==> src/rtl/prog_loader.sv <==
// Boot-time program loader: assembles big-endian 16-bit words from a framed byte
// stream, writes them from address 0 and releases the core once the checksum matches.
module prog_loader #(
    parameter int ADDR_W = 8
) (
    input  logic              clk,
    input  logic              reset,
    input  logic [7:0]        in_data_i,
    input  logic              in_valid_i,
    output logic              in_ready_o,
    input  logic              load_req_i,
    output logic              mem_we_o,
    output logic [ADDR_W-1:0] mem_addr_o,
    output logic [15:0]       mem_din_o,
    output logic              core_reset_o,
    output logic              busy_o,
    output logic              done_o,
    output logic              error_o
);

    // state     | meaning
    // HDR_HI    | waiting for word count high byte
    // HDR_LO    | waiting for word count low byte, then range check
    // DATA_HI   | waiting for instruction word high byte
    // DATA_LO   | waiting for instruction word low byte
    // WRITE     | one-cycle memory write strobe
    // CKSUM     | waiting for checksum byte
    // DONE      | load good, core released
    // ERROR     | bad checksum or oversize header, core held
    typedef enum logic [2:0] {
        S_HDR_HI, S_HDR_LO, S_DATA_HI, S_DATA_LO,
        S_WRITE, S_CKSUM, S_DONE, S_ERROR
    } state_t;

    localparam logic [16:0] MAX_WORDS = 17'(1) << ADDR_W;

    state_t              state_q, state_d;
    logic [15:0]         count_q, count_d;
    logic [15:0]         remaining_q, remaining_d;
    logic [ADDR_W-1:0]   addr_q, addr_d;
    logic [15:0]         word_q, word_d;
    logic [7:0]          sum_q, sum_d;
    logic                accept;
    logic [15:0]         hdr_n;

    assign accept = in_valid_i && in_ready_o;
    assign hdr_n  = {count_q[15:8], in_data_i};

    always_ff @(posedge clk) begin
        if (reset) begin
            state_q     <= S_HDR_HI;
            count_q     <= '0;
            remaining_q <= '0;
            addr_q      <= '0;
            word_q      <= '0;
            sum_q       <= '0;
        end else begin
            state_q     <= state_d;
            count_q     <= count_d;
            remaining_q <= remaining_d;
            addr_q      <= addr_d;
            word_q      <= word_d;
            sum_q       <= sum_d;
        end
    end

    always_comb begin
        state_d     = state_q;
        count_d     = count_q;
        remaining_d = remaining_q;
        addr_d      = addr_q;
        word_d      = word_q;
        sum_d       = sum_q;
        case (state_q)
            S_HDR_HI: begin
                if (accept) begin
                    count_d[15:8] = in_data_i;
                    sum_d         = sum_q + in_data_i;
                    state_d       = S_HDR_LO;
                end
            end
            S_HDR_LO: begin
                if (accept) begin
                    count_d     = hdr_n;
                    remaining_d = hdr_n;
                    sum_d       = sum_q + in_data_i;
                    if ({1'b0, hdr_n} > MAX_WORDS) begin
                        state_d = S_ERROR;
                    end else if (hdr_n == 16'd0) begin
                        state_d = S_CKSUM;
                    end else begin
                        state_d = S_DATA_HI;
                    end
                end
            end
            S_DATA_HI: begin
                if (accept) begin
                    word_d[15:8] = in_data_i;
                    sum_d        = sum_q + in_data_i;
                    state_d      = S_DATA_LO;
                end
            end
            S_DATA_LO: begin
                if (accept) begin
                    word_d[7:0] = in_data_i;
                    sum_d       = sum_q + in_data_i;
                    state_d     = S_WRITE;
                end
            end
            S_WRITE: begin
                // remaining acts as a down-counter; terminal count ends the data phase
                addr_d      = addr_q + ADDR_W'(1);
                remaining_d = remaining_q - 16'd1;
                state_d     = (remaining_q == 16'd1) ? S_CKSUM : S_DATA_HI;
            end
            S_CKSUM: begin
                if (accept) begin
                    state_d = (in_data_i == sum_q) ? S_DONE : S_ERROR;
                end
            end
            S_DONE, S_ERROR: begin
                if (load_req_i) begin
                    state_d     = S_HDR_HI;
                    count_d     = '0;
                    remaining_d = '0;
                    addr_d      = '0;
                    word_d      = '0;
                    sum_d       = '0;
                end
            end
            default: state_d = S_HDR_HI;
        endcase
    end

    assign in_ready_o   = (state_q == S_HDR_HI) || (state_q == S_HDR_LO) ||
                          (state_q == S_DATA_HI) || (state_q == S_DATA_LO) ||
                          (state_q == S_CKSUM);
    assign mem_we_o     = (state_q == S_WRITE);
    assign mem_addr_o   = addr_q;
    assign mem_din_o    = word_q;
    assign core_reset_o = (state_q != S_DONE);
    assign busy_o       = (state_q != S_DONE) && (state_q != S_ERROR);
    assign done_o       = (state_q == S_DONE);
    assign error_o      = (state_q == S_ERROR);

endmodule

==> config.mk <==
export PLATFORM = sky130hd
export DESIGN_NAME = prog_loader
export DESIGN_NICKNAME = d
export VERILOG_FILES = /design/src/rtl/prog_loader.sv
export SDC_FILE = /design/constraint.sdc
export NUM_CORES = 1
export LEC_CHECK = 0
export CORE_UTILIZATION = 35
export CTS_CLUSTER_SIZE = 24
export DETAILED_ROUTE_END_ITERATION = 8
export PLACE_DENSITY = 0.61
export SLEW_MARGIN = 10
export SYNTH_ARGS = -nofsm -noshare
export SYNTH_HDL_FRONTEND = slang
export SYNTH_SLANG_ARGS = --single-unit
==> constraint.sdc <==
create_clock -name clk -period 4.3 [get_ports clk]
set_input_delay 0.43 -clock clk [delete_from_list [all_inputs] [get_ports clk]]
set_output_delay 0.43 -clock clk [all_outputs]
set_load 0.05 [all_outputs]
==> impl_metrics.json <==
{
  "yosys-top-cells-count": "dfxtp_1, nor2_1, nand2_1, mux2i_1, a21oi_1",
  "post-route-period-util_pct": 69.33,
  "grt_pass1_wl_um": 13560,
  "cts_resized": 0,
  "power.total_uw": 1409,
  "ys_ff_latch": 59,
  "hpwl_um": 5801,
  "cts_inserted_buffers": 9,
  "grtUsageTotal_pct": 17.69,
  "syn-num-nets": 405,
  "worst_pin_slew_ns": 0.8952,
  "synth_cells": 382,
  "syn_area_per_cell_sq_um": 8.552,
  "slew_viol_final": 0,
  "fillers": 859,
  "antenna_found_initial": 0,
  "endpoint_kind": "output port",
  "drive_above_1_share_pct": 8.747,
  "arrival_ns": 2.55,
  "worstPathCellList": "nand2b_1, nand2_1, clkdlybuf4s50_1",
  "die_x_um": 98.61,
  "rows": 34,
  "hold_class": "reg2reg",
  "via_count": 2961,
  "clk_path_buf_depth": 2,
  "die_y_um": 98.61,
  "whs_ns": 0.4844,
  "grt_pass1_vias": 2798,
  "crit_required_ns": 3.87,
  "synth_area_leader_cell": "dfxtp_1",
  "synthDistinctLibCells": 61,
  "synth.area.top_cells": "dfxtp_1, mux2i_1, nor2_1",
  "dr.pass1.iters": 4,
  "worstSetupPathType": "reg2out",
  "cpLargestDelayFamily": "buffers and inverters",
  "core_sq_um": 8891,
  "ant_nets": 0,
  "area_growth_pct": 19.53,
  "synth-adder-area-share_pct": 4.443,
  "cts_hold_buf": 0,
  "wl_um": 8332,
  "gp_congestion": 0.8474,
  "synthMuxAreaShare_pct": 7.354,
  "worst-path-buf-inv": 1,
  "start_util_pct": 36.74,
  "setup_tns_ns": 0,
  "cp_max_fo": 17,
  "synth_area_sq_um": 3267,
  "drv_cap": 0,
  "cp_slowest_cell": "clkdlybuf4s50_1",
  "fin_ws_ns": 1.319,
  "fmax_ghz": 0.3354,
  "setup_viol_count_final": 0,
  "grt-ovfl-total": 0,
  "ys_seq_area_share_pct": 36.15,
  "cpPeakStageDelay_ns": 0.92,
  "synth_most_common_cell": "dfxtp_1",
  "synth_edf_count": 0,
  "fin_nets": 441,
  "yosys_warnings": 0,
  "first_iter_violations": 230,
  "finalCriticalPeriod_ns": 2.981,
  "place_inst": 515,
  "status": "completed",
  "num_antenna_cells": 0,
  "place_ws_ns": 1.524,
  "yosys.area_share.simple_pct": 23.63,
  "tritoncts": "yes",
  "die_area_sq_um": 9724,
  "synth_top_area_share_pct": 36.15,
  "leakagePower_uw": 0.001597,
  "grt_max_degree": 52,
  "synth_top_family_by_area": "simple AND/OR/NAND/NOR gates",
  "power_density_nw_per_um2": 360.8,
  "ir_worst_vdd_mv": 0.1887,
  "wire_per_inst_um": 15.69,
  "relSlewSlack_pct": 40.20,
  "grt_setup_unrepaired": "false",
  "hold_violations": 0,
  "cts_setup_buffers": 0,
  "clkLatencyLatePin_ns": 0.34,
  "ctsRootBufferMaster": "clkbuf_8",
  "cts.sinks": 59,
  "clk_pin_slew_ns": 0.07,
  "fin_cells": 531,
  "drc": 0,
  "pin_count": 42,
  "synth_xor_area_share_pct": 2.681,
  "clock_skew_ns": 0.007292,
  "portBuffers": 41,
  "htreeDepth": 3,
  "synth_compound_area_share_pct": 21.03,
  "yosys_most_used_dff": "dfxtp_1",
  "startpoint_type": "flop",
  "synth_async_sr_flop_share_pct": 0,
  "via_per_inst": 5.576
}
-- per-layer routing --
layer | track usage [%] | vias up | routed length, um
li1 | - | 1452 | -
met1 | 23.16 | 1408 | 3949
met2 | 27.46 | 85 | 3756
met3 | 4.894 | 16 | 440
met4 | 7.348 | 0 | 186
met5 | 0 | - | 0
-- worst register-to-register path, stage by stage (launching register included) --
cell and delay (ns):
dfxtp_1 0.48, nor2b_1 0.77, a21oi_2 0.17, o21a_4 0.30, o311ai_0 0.38, o21ai_1 0.11
-- kinds of logic after synthesis --
group,after synthesis
flops,59
xor+xnor,10
simple gates,149
buf+inv,27
fa+ha+maj,11
mux,24
compound gates,102
-- stage by stage --
step	util, %	area, sq um
2_1_floorplan	-	3267
3_3_place_gp	41.65	3704
3_5_place_dp	41.65	3704
4_1_cts	43.92	3905
5_1_grt	43.92	3905
6_report	43.92	3905
-- power by group --
| part | switching, uW | total, uW | internal (uW) |
|---|---|---|---|
| combinational | 167 | 281 | 114 |
| clock | 251 | 522 | 271 |
| sequential | 31.9 | 606 | 574 |
| total | 450 | 1410 | 959 |
-- path summary, 6_finish.rpt --
| kind | startpoint | endpoint | slack (ns) | cells after the start |
|---|---|---|---|---|
| max | state_q[0]$_SDFFE_PP0P_ | in_ready_o | 1.32 | 3 |
| max reg2reg | state_q[2]$_SDFFE_PP0P_ | remaining_q[14]$_SDFFE_PP0P_ | 1.96 | 5 |
| min reg2reg | remaining_q[13]$_SDFFE_PP0P_ | remaining_q[13]$_SDFFE_PP0P_ | 0.48 | 2 |
| min | remaining_q[13]$_SDFFE_PP0P_ | remaining_q[13]$_SDFFE_PP0P_ | 0.48 | 2 |
-- layout make-up --
type	count	area, sq um	share of cell area, %
repair buffers	42	417.9	10.70
well taps	108	135.1	3.460
multi-input cells	296	1932	49.47
flip-flops and latches	59	1181	30.25
clock buffers	9	123.9	3.172
inverters	10	37.54	0.9612
clock inverters	7	77.57	1.987
-- cells in the final DEF (no fill, tap or decap), types with 3 or more instances in the layout --
cell,count
and3_1,6
nor4_1,4
o21ai_1,5
nor2_1,57
a31oi_1,4
nand2b_1,5
nand3b_1,3
clkbuf_8,9
dfxtp_1,59
nand4_1,4
xor2_1,5
a21o_1,5
inv_1,9
ha_1,10
xnor2_1,5
a22oi_1,13
clkdlybuf4s50_1,41
nand2_1,26
and2_1,10
a21oi_1,22
o21ai_0,18
a211oi_1,4
clkinv_4,3
nor2b_1,6
nor3_2,3
o21bai_1,3
nand3_1,8
nor3_1,6
o21a_1,4
mux2i_1,24
-- flip-flops by register name, summed over array words and instances, names as in the netlist --
signal,cells
count_q,8
sum_q,8
state_q,3
mem_addr_o,8
mem_din_o,16
remaining_q,16
Note: power is estimated with default switching activity, not from simulation.
